==> src/rtl/key_switch_io_pkg.sv <==
// Shared constants for the KEY/SW input controller.
// Holds the memory-map addresses, bus width and debounce defaults that the
// processor top, the data-memory block and key_switch_io all reference.
package key_switch_io_pkg;

    localparam int unsigned DBITS                 = 32;
    localparam int unsigned NUM_KEYS              = 4;
    localparam int unsigned NUM_SW                = 10;
    // 10 ms at 50 MHz
    localparam int unsigned DEBOUNCE_CYCLES_50MHZ = 500000;
    localparam int unsigned CNT_BITS_50MHZ        = 20;

    localparam logic [DBITS-1:0] ADDR_KEY     = 32'hF000_0010;
    localparam logic [DBITS-1:0] ADDR_SW      = 32'hF000_0014;
    localparam logic [DBITS-1:0] ADDR_KEYCTRL = 32'hF000_0110;

    typedef enum logic [1:0] {
        SelNone,
        SelKey,
        SelSw,
        SelKeyCtrl
    } rd_sel_e;

    // Full-width compare, so no address aliases onto a register.
    function automatic rd_sel_e decode_addr(input logic [DBITS-1:0] a);
        if (a == ADDR_KEY) begin
            return SelKey;
        end else if (a == ADDR_SW) begin
            return SelSw;
        end else if (a == ADDR_KEYCTRL) begin
            return SelKeyCtrl;
        end
        return SelNone;
    endfunction

endpackage

==> src/rtl/key_switch_io_if.sv <==
// Data-memory/I/O bus between the processor load/store path and key_switch_io.
//   addr   : data address from the ALU
//   wrEn   : store strobe, sampled on rising clk
//   wrData : store data
//   rdData : read data, combinational from registered state
//   rdHit  : addr matches one of the mapped registers
// master = processor side, slave = key_switch_io side.
interface key_switch_io_if;
    import key_switch_io_pkg::*;

    logic [DBITS-1:0] addr;
    logic             wrEn;
    logic [DBITS-1:0] wrData;
    logic [DBITS-1:0] rdData;
    logic             rdHit;

    modport master (
        output addr,
        output wrEn,
        output wrData,
        input  rdData,
        input  rdHit
    );

    modport slave (
        input  addr,
        input  wrEn,
        input  wrData,
        output rdData,
        output rdHit
    );

endinterface

==> src/rtl/debounce_channel.sv <==
// One input channel: two-flop synchroniser, debounce counter and stable register.
//   clk       : system clock
//   reset     : asynchronous active-low reset
//   raw       : raw asynchronous pin
//   RESET_VAL : value the synchroniser flops take in reset (pin's idle level)
//   stable    : debounced value (INVERT applied after synchronisation)
//   riseEdge  : one-cycle pulse on the edge where stable goes 0->1
module debounce_channel #(
    parameter int unsigned DEBOUNCE_CYCLES = 500000,
    parameter int unsigned CNT_BITS        = 20,
    parameter bit          INVERT          = 1'b0
) (
    input  logic clk,
    input  logic reset,
    input  logic raw,
    input  logic RESET_VAL,
    output logic stable,
    output logic riseEdge
);

    localparam logic [CNT_BITS-1:0] CntMax = CNT_BITS'(DEBOUNCE_CYCLES - 1);

    logic                sync1_q, sync2_q;
    logic                sample;
    logic [CNT_BITS-1:0] cnt_q, cnt_d;
    logic                stable_q, stable_d;
    logic                accept;

    always_ff @(posedge clk or negedge reset) begin
        if (!reset) begin
            sync1_q <= RESET_VAL;
            sync2_q <= RESET_VAL;
        end else begin
            sync1_q <= raw;
            sync2_q <= sync1_q;
        end
    end

    assign sample = sync2_q ^ INVERT;

    // Counter only runs while the synchronised input differs from stable; it
    // clears on any bounce back and on accept, so it can never wrap.
    always_comb begin
        cnt_d    = cnt_q;
        stable_d = stable_q;
        accept   = 1'b0;
        if (sample == stable_q) begin
            cnt_d = '0;
        end else if (cnt_q == CntMax) begin
            accept   = 1'b1;
            stable_d = sample;
            cnt_d    = '0;
        end else begin
            cnt_d = cnt_q + CNT_BITS'(1);
        end
    end

    always_ff @(posedge clk or negedge reset) begin
        if (!reset) begin
            cnt_q    <= '0;
            stable_q <= 1'b0;
        end else begin
            cnt_q    <= cnt_d;
            stable_q <= stable_d;
        end
    end

    assign stable = stable_q;
    // Pulse coincides with the edge that updates stable_q.
    assign riseEdge = accept & sample;

endmodule

==> src/rtl/key_switch_io.sv <==
// Debounced memory-mapped input controller for the board KEY and SW pins.
//   clk      : system clock (PLL c0)
//   reset    : asynchronous active-low reset
//   KEY      : raw push-buttons, active-low
//   SW       : raw slide switches
//   bus      : load/store port (addr, wrEn, wrData, rdData, rdHit)
//   keyState : debounced key state, 1 = pressed
//   keyEvent : sticky press-capture bits, write-1-to-clear at ADDR_KEYCTRL
module key_switch_io
    import key_switch_io_pkg::*;
#(
    parameter int unsigned DEBOUNCE_CYCLES = DEBOUNCE_CYCLES_50MHZ,
    parameter int unsigned CNT_BITS        = CNT_BITS_50MHZ
) (
    input  logic                clk,
    input  logic                reset,
    input  logic [NUM_KEYS-1:0] KEY,
    input  logic [NUM_SW-1:0]   SW,
    key_switch_io_if.slave      bus,
    output logic [NUM_KEYS-1:0] keyState,
    output logic [NUM_KEYS-1:0] keyEvent
);

    logic [NUM_KEYS-1:0] key_rise;
    logic [NUM_SW-1:0]   sw_stable;
    logic [NUM_SW-1:0]   unused_sw_rise;
    logic [NUM_KEYS-1:0] key_event_q, key_event_d;
    logic [NUM_KEYS-1:0] clr_mask;
    logic                unused_wr_upper;
    rd_sel_e             rd_sel;

    // Keys idle high; the channel inverts after the synchroniser so 1 = pressed.
    for (genvar i = 0; i < NUM_KEYS; i++) begin : g_key
        debounce_channel #(
            .DEBOUNCE_CYCLES (DEBOUNCE_CYCLES),
            .CNT_BITS        (CNT_BITS),
            .INVERT          (1'b1)
        ) u_chan (
            .clk       (clk),
            .reset     (reset),
            .raw       (KEY[i]),
            .RESET_VAL (1'b1),
            .stable    (keyState[i]),
            .riseEdge  (key_rise[i])
        );
    end

    for (genvar i = 0; i < NUM_SW; i++) begin : g_sw
        debounce_channel #(
            .DEBOUNCE_CYCLES (DEBOUNCE_CYCLES),
            .CNT_BITS        (CNT_BITS),
            .INVERT          (1'b0)
        ) u_chan (
            .clk       (clk),
            .reset     (reset),
            .raw       (SW[i]),
            .RESET_VAL (1'b0),
            .stable    (sw_stable[i]),
            .riseEdge  (unused_sw_rise[i])
        );
    end

    assign unused_wr_upper = ^bus.wrData[DBITS-1:NUM_KEYS];

    // Set beats clear so a press landing on a clear write is not lost.
    always_comb begin
        clr_mask = '0;
        if (bus.wrEn && (bus.addr == ADDR_KEYCTRL)) begin
            clr_mask = bus.wrData[NUM_KEYS-1:0];
        end
        key_event_d = key_rise | (key_event_q & ~clr_mask);
    end

    always_ff @(posedge clk or negedge reset) begin
        if (!reset) begin
            key_event_q <= '0;
        end else begin
            key_event_q <= key_event_d;
        end
    end

    assign keyEvent = key_event_q;

    assign rd_sel = decode_addr(bus.addr);

    always_comb begin
        bus.rdData = '0;
        bus.rdHit  = 1'b1;
        unique case (rd_sel)
            SelKey:     bus.rdData = {{(DBITS - NUM_KEYS){1'b0}}, keyState};
            SelSw:      bus.rdData = {{(DBITS - NUM_SW){1'b0}}, sw_stable};
            SelKeyCtrl: bus.rdData = {{(DBITS - NUM_KEYS){1'b0}}, key_event_q};
            default:    bus.rdHit  = 1'b0;
        endcase
    end

endmodule
==> src/flat_wrapper.sv <==
// flat-port wrapper written by rule: the top's interface ports become plain ports
module key_switch_io_flat import key_switch_io_pkg::*;
#(
    parameter int unsigned DEBOUNCE_CYCLES = DEBOUNCE_CYCLES_50MHZ,
    parameter int unsigned CNT_BITS        = CNT_BITS_50MHZ
)
  (clk, reset, KEY, SW, keyState, keyEvent, bus_addr, bus_wrEn, bus_wrData, bus_rdData, bus_rdHit);
  key_switch_io_if bus_i ();
  input  logic clk;
  input  logic reset;
  input  logic [NUM_KEYS-1:0] KEY;
  input  logic [NUM_SW-1:0] SW;
  output logic [NUM_KEYS-1:0] keyState;
  output logic [NUM_KEYS-1:0] keyEvent;
  input wire logic [$bits(bus_i.addr)-1:0] bus_addr;
  input wire logic [$bits(bus_i.wrEn)-1:0] bus_wrEn;
  input wire logic [$bits(bus_i.wrData)-1:0] bus_wrData;
  output wire logic [$bits(bus_i.rdData)-1:0] bus_rdData;
  output wire logic [$bits(bus_i.rdHit)-1:0] bus_rdHit;
  assign bus_i.addr = bus_addr;
  assign bus_i.wrEn = bus_wrEn;
  assign bus_i.wrData = bus_wrData;
  assign bus_rdData = bus_i.rdData;
  assign bus_rdHit = bus_i.rdHit;
  key_switch_io #(.DEBOUNCE_CYCLES(DEBOUNCE_CYCLES), .CNT_BITS(CNT_BITS)) u_core (.clk(clk), .reset(reset), .KEY(KEY), .SW(SW), .bus(bus_i), .keyState(keyState), .keyEvent(keyEvent));
endmodule
==> config.mk <==
export PLATFORM = sky130hd
export DESIGN_NAME = key_switch_io_flat
export DESIGN_NICKNAME = d
export VERILOG_FILES = /design/src/rtl/key_switch_io_pkg.sv /design/src/rtl/key_switch_io_if.sv /design/src/rtl/debounce_channel.sv /design/src/rtl/key_switch_io.sv /design/src/flat_wrapper.sv
export SDC_FILE = /design/constraint.sdc
export NUM_CORES = 1
export LEC_CHECK = 0
export BUFFER_PORTS_ARGS = -buffer_cell sky130_fd_sc_hd__buf_2
export CAP_MARGIN = 30
export CORE_ASPECT_RATIO = 0.5
export CORE_MARGIN = 2
export CORE_UTILIZATION = 50
export DETAILED_ROUTE_END_ITERATION = 16
export GPL_ROUTABILITY_DRIVEN = 0
export GPL_TIMING_DRIVEN = 0
export PLACE_DENSITY = 0.76
export SLEW_MARGIN = 15
export SYNTH_ARGS = -nofsm -noshare
export SYNTH_HDL_FRONTEND = slang
export SYNTH_SLANG_ARGS = --single-unit
==> constraint.sdc <==
create_clock -name clk -period 2.2 [get_ports clk]
set_input_delay 0.22 -clock clk [delete_from_list [all_inputs] [get_ports clk]]
set_output_delay 0.22 -clock clk [all_outputs]
set_load 0.02 [all_outputs]
==> Word level (Yosys, flattened, before mapping) <==
Index checks and enable logic that the tools add are counted.
{ "classes": {"n_addsub": 14, "multipliers": 0, "div": 0, "order_cmp": 0, "n_eq_ne": 34, "shift": 0, "mux": 46, "bitwise_logic": 25, "reduce_logical": 16} }
{ "ops": {"columns": ["operator", "n"], "rows": [
  ["$mux W20", 28],
  ["$add A20 B1 Y20 const B", 14],
  ["$eq A20 B19 Y1 const B", 14],
  ["$eq A32 B32 Y1 const B", 3],
  ["$pmux W10 S3", 1],
  ["$reduce_and A2 Y1", 14],
  ["$not A1 Y1", 18],
  ["$eq A1 B1 Y1", 14],
  ["$mux W1", 12],
  ["$mux W2", 4],
  ["$and A1 B1 Y1", 4],
  ["$and A4 B4 Y4", 1],
  ["$eq A2 B2 Y1 const B", 2],
  ["$mux W4", 1],
  ["$not A4 Y4", 1],
  ["$or A4 B4 Y4", 1],
  ["$reduce_or A3 Y1", 1],
  ["$eq A2 B1 Y1 const B", 1],
  ["$logic_and A1 B1 Y1", 1]
]} }
{ "totals": {"regBits": 326, "latch_bits": 0, "ram_bits": 0, "rom_bits": 0, "input_bits": 81, "out_inout_bits": 41, "mem_count": 0} }

==> Longest topological paths before layout <==
{ "logic_depth": {"ltp_word": 8, "mapped_depth": 7, "ltp_nobuf": 5} }

==> Worst setup path after synthesis <==
OpenSTA, ideal clock, no wires.
{ "synth_timing": {"kind": "reg-to-reg", "startpoint": "register u_core.g_sw[1].u_chan.cnt_q[0]", "endpoint": "register u_core.g_sw[1].u_chan.cnt_q[10]", "setup_ns": 0.122, "arrival_time_ns": 1.939, "t_required_ns": 2.078, "slack_ns": 0.140, "path_stages_with_launch": 7, "n_path_buf": 1, "path_cell_list": "dfrtp_1 > ha_1 > nand4_2 > or4_1 > o31ai_2 > buf_2 > nor2_1"} }
{ "synth_via": {"elab_chain_len": 3, "elab_cells_between_ends": 4} }
{ "synth_lines": {"columns": ["element", "line_no", "rtl"], "rows": [
  ["from (decl)", "debounce_channel.sv:25", "logic [CNT_BITS-1:0] cnt_q, cnt_d;"],
  ["from (signal assigned)", "debounce_channel.sv:63", "cnt_q <= cnt_d;"],
  ["$add A20 B1 Y20 or $eq A20 B19 Y1 (tied branches)", "debounce_channel.sv:54, debounce_channel.sv:49", null],
  ["$mux W20 (*)", "debounce_channel.sv:49", "end else if (cnt_q == CntMax) begin"],
  ["$mux W20 (*)", "debounce_channel.sv:47", "if (sample == stable_q) begin"],
  ["named net u_core.g_sw[1].u_chan.cnt_d[10]", "debounce_channel.sv:25", null]
]} }
The timed path passes the listed nets; every way through them passes the cells marked *.
A chain may end at the register's enable or synchronous reset.

==> Final worst setup path <==
{ "layout_timing": {"startpoint": "register u_core.g_sw[7].u_chan.cnt_q[6]", "endpoint": "register u_core.g_sw[7].u_chan.cnt_q[10]"} }
{ "layout_via": {"elab_chain_len": 3, "elab_cells_between_ends": 4} }
{ "layout_lines": {"columns": ["element", "line_no"], "rows": [
  ["from (decl)", "debounce_channel.sv:25"],
  ["from (signal assigned)", "debounce_channel.sv:63"],
  ["$add A20 B1 Y20 or $eq A20 B19 Y1 (tied branches)", "debounce_channel.sv:54, debounce_channel.sv:49"],
  ["$mux W20 (*)", "debounce_channel.sv:49"],
  ["$mux W20 (*)", "debounce_channel.sv:47"],
  ["named net u_core.g_sw[7].u_chan.cnt_d[10]", "debounce_channel.sv:25"]
]} }
Marked as above.

==> impl_metrics.ini <==
[global_routing]
first_global_vias = 11384
grt_pass1_wl_mm = 53.2
track_usage_pct = 18.6
grt_overflow_total = 0
antenna_found_initial = 0
grt_max_degree = 104

[routing]
avgViaCountPerCell = 5.53
drc = 0
antenna_left = 0
drt-total-wl_mm = 31.3
vias = 12243
drt_pass1_iterations = 5
drt-initial-drc-count = 839
wire_per_inst_um = 14.1

[yosys]
synth_top_area_share_pct = 50.2
synthCells = 1598
syn_avg_cell_area_um2 = 9.93
synth.distinct_cells = 44
ys_seq_area_share_pct = 51.5
synth_top_area_cell = dfrtp_1
syn_area_um2 = 15900
synth_warnings = 0
synth-seq-cells = 326
ys_top_cells_by_area = dfrtp_1, xnor2_1, nor2_1

[placement]
place_ws_ns = -0.370
dp.cells = 2126
io_buffers = 71
placedInstanceArea_um2 = 16900
hpwl_mm = 20.4

[cells_and_area]
diodes = 0
design_area_um2 = 18500
fillers = 2523
area_growth_pct = 16.5
fin_cells = 2212
drive_gt1_share_pct = 12.8
nets = 1852

[timing]
worstMarginPinSlew_ns = 0.787
fmax_mhz = 475
rsz0062_at_grt = false
setup_viol_count_final = 0
finalClockSkew_ns = 0.00647
setup_ws_ns = 0.0967
period_needed_ns = 2.10
drv_slew = 0
fin_crit_sh_pct = 95.6
final_hold_viol_count = 0
relSlewSlack_pct = 47.5

[clocking]
path_clk_slew_ns = 0.07
clk_latency_ns = 0.56
clock_sinks = 326
cts_root_buf = clkbuf_16
cts_made_buffers = 30
cts_tree = done
clk_path_buf_depth = 3
htree_levels = 1

[status]
outcome = finished clean

[critical_path]
cp.required_ns = 2.65
r2r_end = u_core.g_sw[7].u_chan.cnt_q[10]
crit_path_start_kind = flip-flop
arrival_ns = 2.55
crit_chain = or4_1 -> or4b_4 -> o21ai_4 -> buf_6 -> nor2_1
startpoint = u_core.g_sw[7].u_chan.cnt_q[6]
cp_slowest_cell = or4b_4
critPathKind = reg2reg
path_max_fanout = 10
r2r-start = u_core.g_sw[7].u_chan.cnt_q[6]
critPathCaptureType = flip-flop
rrSetupSlack_ns = 0.1
max_stage_delay_ns = 0.58
r2r_cells = 5
crit_end = u_core.g_sw[7].u_chan.cnt_q[10]

[die]
start_util_pct = 50.4
die_x_um = 256
io_pins = 122
die_y_um = 130
die_area_um2 = 33300
core_area_um2 = 31500
fp-row-count = 46

[hold_path]
hold_class = in2reg

[power]
power_mw = 12.6
power.density_nw_per_um2 = 680
power_leakage_nw = 7.57
peakVddDrop_mv = 0.677

[flow_run]
max_cap_viol_count = 0
flip-flops by register name (all words and copies together) (netlist names):
signal                       cells
u_core.g_key.u_chan.stable       4
u_core.g_key.u_chan.sync2_q      4
u_core.keyEvent                  4
u_core.g_sw.u_chan.cnt_q       200
u_core.g_sw.u_chan.sample       10
u_core.g_key.u_chan.sync1_q      4
u_core.g_sw.u_chan.sync1_q      10
u_core.g_key.u_chan.cnt_q       80
u_core.g_sw.u_chan.stable       10
synth_stat cells (all sizes together):
library cell and number:
xor2 82, nor4b 16, nand2 99, and4 33, a21oi 84, or4 52, inv 45, mux2i 4
buf 31, ha 14, o21ai 50, o41ai 2, conb 1, nand2b 2, nand4b 4, nand4 81
dfstp 8, or3 53, and4b 3, mux2 10, nor3 29, or4b 2, dfrtp 318, nor4 40
o31ai 52, clkbuf 31, nor2b 1, a22o 4, and2 12, nand3 94, and3 18, or2 1
nor2 216, a31o 5, xnor2 101
report_power, final:
part | switching, mW | leakage, nW | internal, mW
logic | 0.350 | 2.62 | 0.210
registers | 0.0836 | 4.42 | 6.09
clock network | 2.34 | 0.521 | 3.49
total | 2.78 | 7.57 | 9.79
layout make-up:
class	count	area (µm²)	area share, %
Tap cell	432	541	2.92
Inverter	45	169	0.914
Buffer	59	344	1.86
Multi-Input combinational cell	1186	7370	39.9
Clock buffer	35	821	4.44
Sequential cell	326	8170	44.2
Clock inverter	20	298	1.61
Timing Repair Buffer	109	769	4.16
cells in the final DEF (no fill, tap or decap), types with 45 or more instances in the layout:
cell type    n
dfrtp_1    317
nor2_1     214
xnor2_1    101
nand2_1     99
nand3_1     94
a21oi_1     84
xor2_1      82
nand4_1     78
buf_2       74
or3_1       53
or4_1       51
o31ai_1     48
inv_1       45
metal layers:
metal	track usage (%)	share of wire (%)
met1	25.5	47
met2	31.7	48
met3	2.70	3.1
met4	4.54	2.0
met5	0	0
worst min path at each step:
| stage | startpoint | endpoint | slack (ns) | cells after the start |
|---|---|---|---|---|
| after floorplan | reset | u_core.g_key[0].u_chan.cnt_q[0] | -0.08 | 0 |
| after global placement | KEY[0] | u_core.g_key[0].u_chan.sync1_q | 0.32 | 1 |
| after detailed placement | reset | u_core.g_key[0].u_chan.cnt_q[1] | 0.27 | 1 |
| after CTS | bus_wrEn | u_core.keyEvent[0] | 0.004 | 4 |
| after global routing | bus_wrEn | u_core.keyEvent[0] | 0.06 | 4 |
| final | bus_wrEn | u_core.keyEvent[0] | 0.07 | 4 |
worst max-delay path: cells and delay by family (launching register included):
kind / cells / cell delay (ns)
and+or+nand+nor: 3 / 1.16
buffers and inverters: 1 / 0.17
DFF: 1 / 0.44
AOI/OAI and AO/OA: 1 / 0.23
cell families (layout without fill, tap and decap cells):
family / count (synthesis) / count (layout) / synth area share [%]
AND/OR/NAND/NOR: 756 / 756 / 25.4
flip-flops: 326 / 326 / 51.5
AO/OA/AOI/OAI: 197 / 197 / 7.73
XOR/XNOR: 183 / 183 / 10.1
buffers and inverters: 107 / 268 / 3.23
adder cells (fa/ha/maj): 14 / 14 / 1.10
multiplexers: 14 / 14 / 0.962
other: 1 / 22 / 0.0236
through the flow:
step                utilization (%)  setup TNS, ns  hold slack [ns]
floorplan                         -              0          -0.0756
global placement               53.5       -1695.70            0.324
detailed placement             53.8         -13.49            0.266
CTS                            58.5              0          0.00413
global route                   58.7              0           0.0643
finish                         58.7              0           0.0721
timing repair:
item	in CTS	in global routing
endpoints found under the hold margin	104	0
hold buffers	22	0
resized for setup	16	21
pin swaps	3	4
setup buffers	6	6
setup endpoints to repair	138	119
Power figures use the tool's default switching activity.
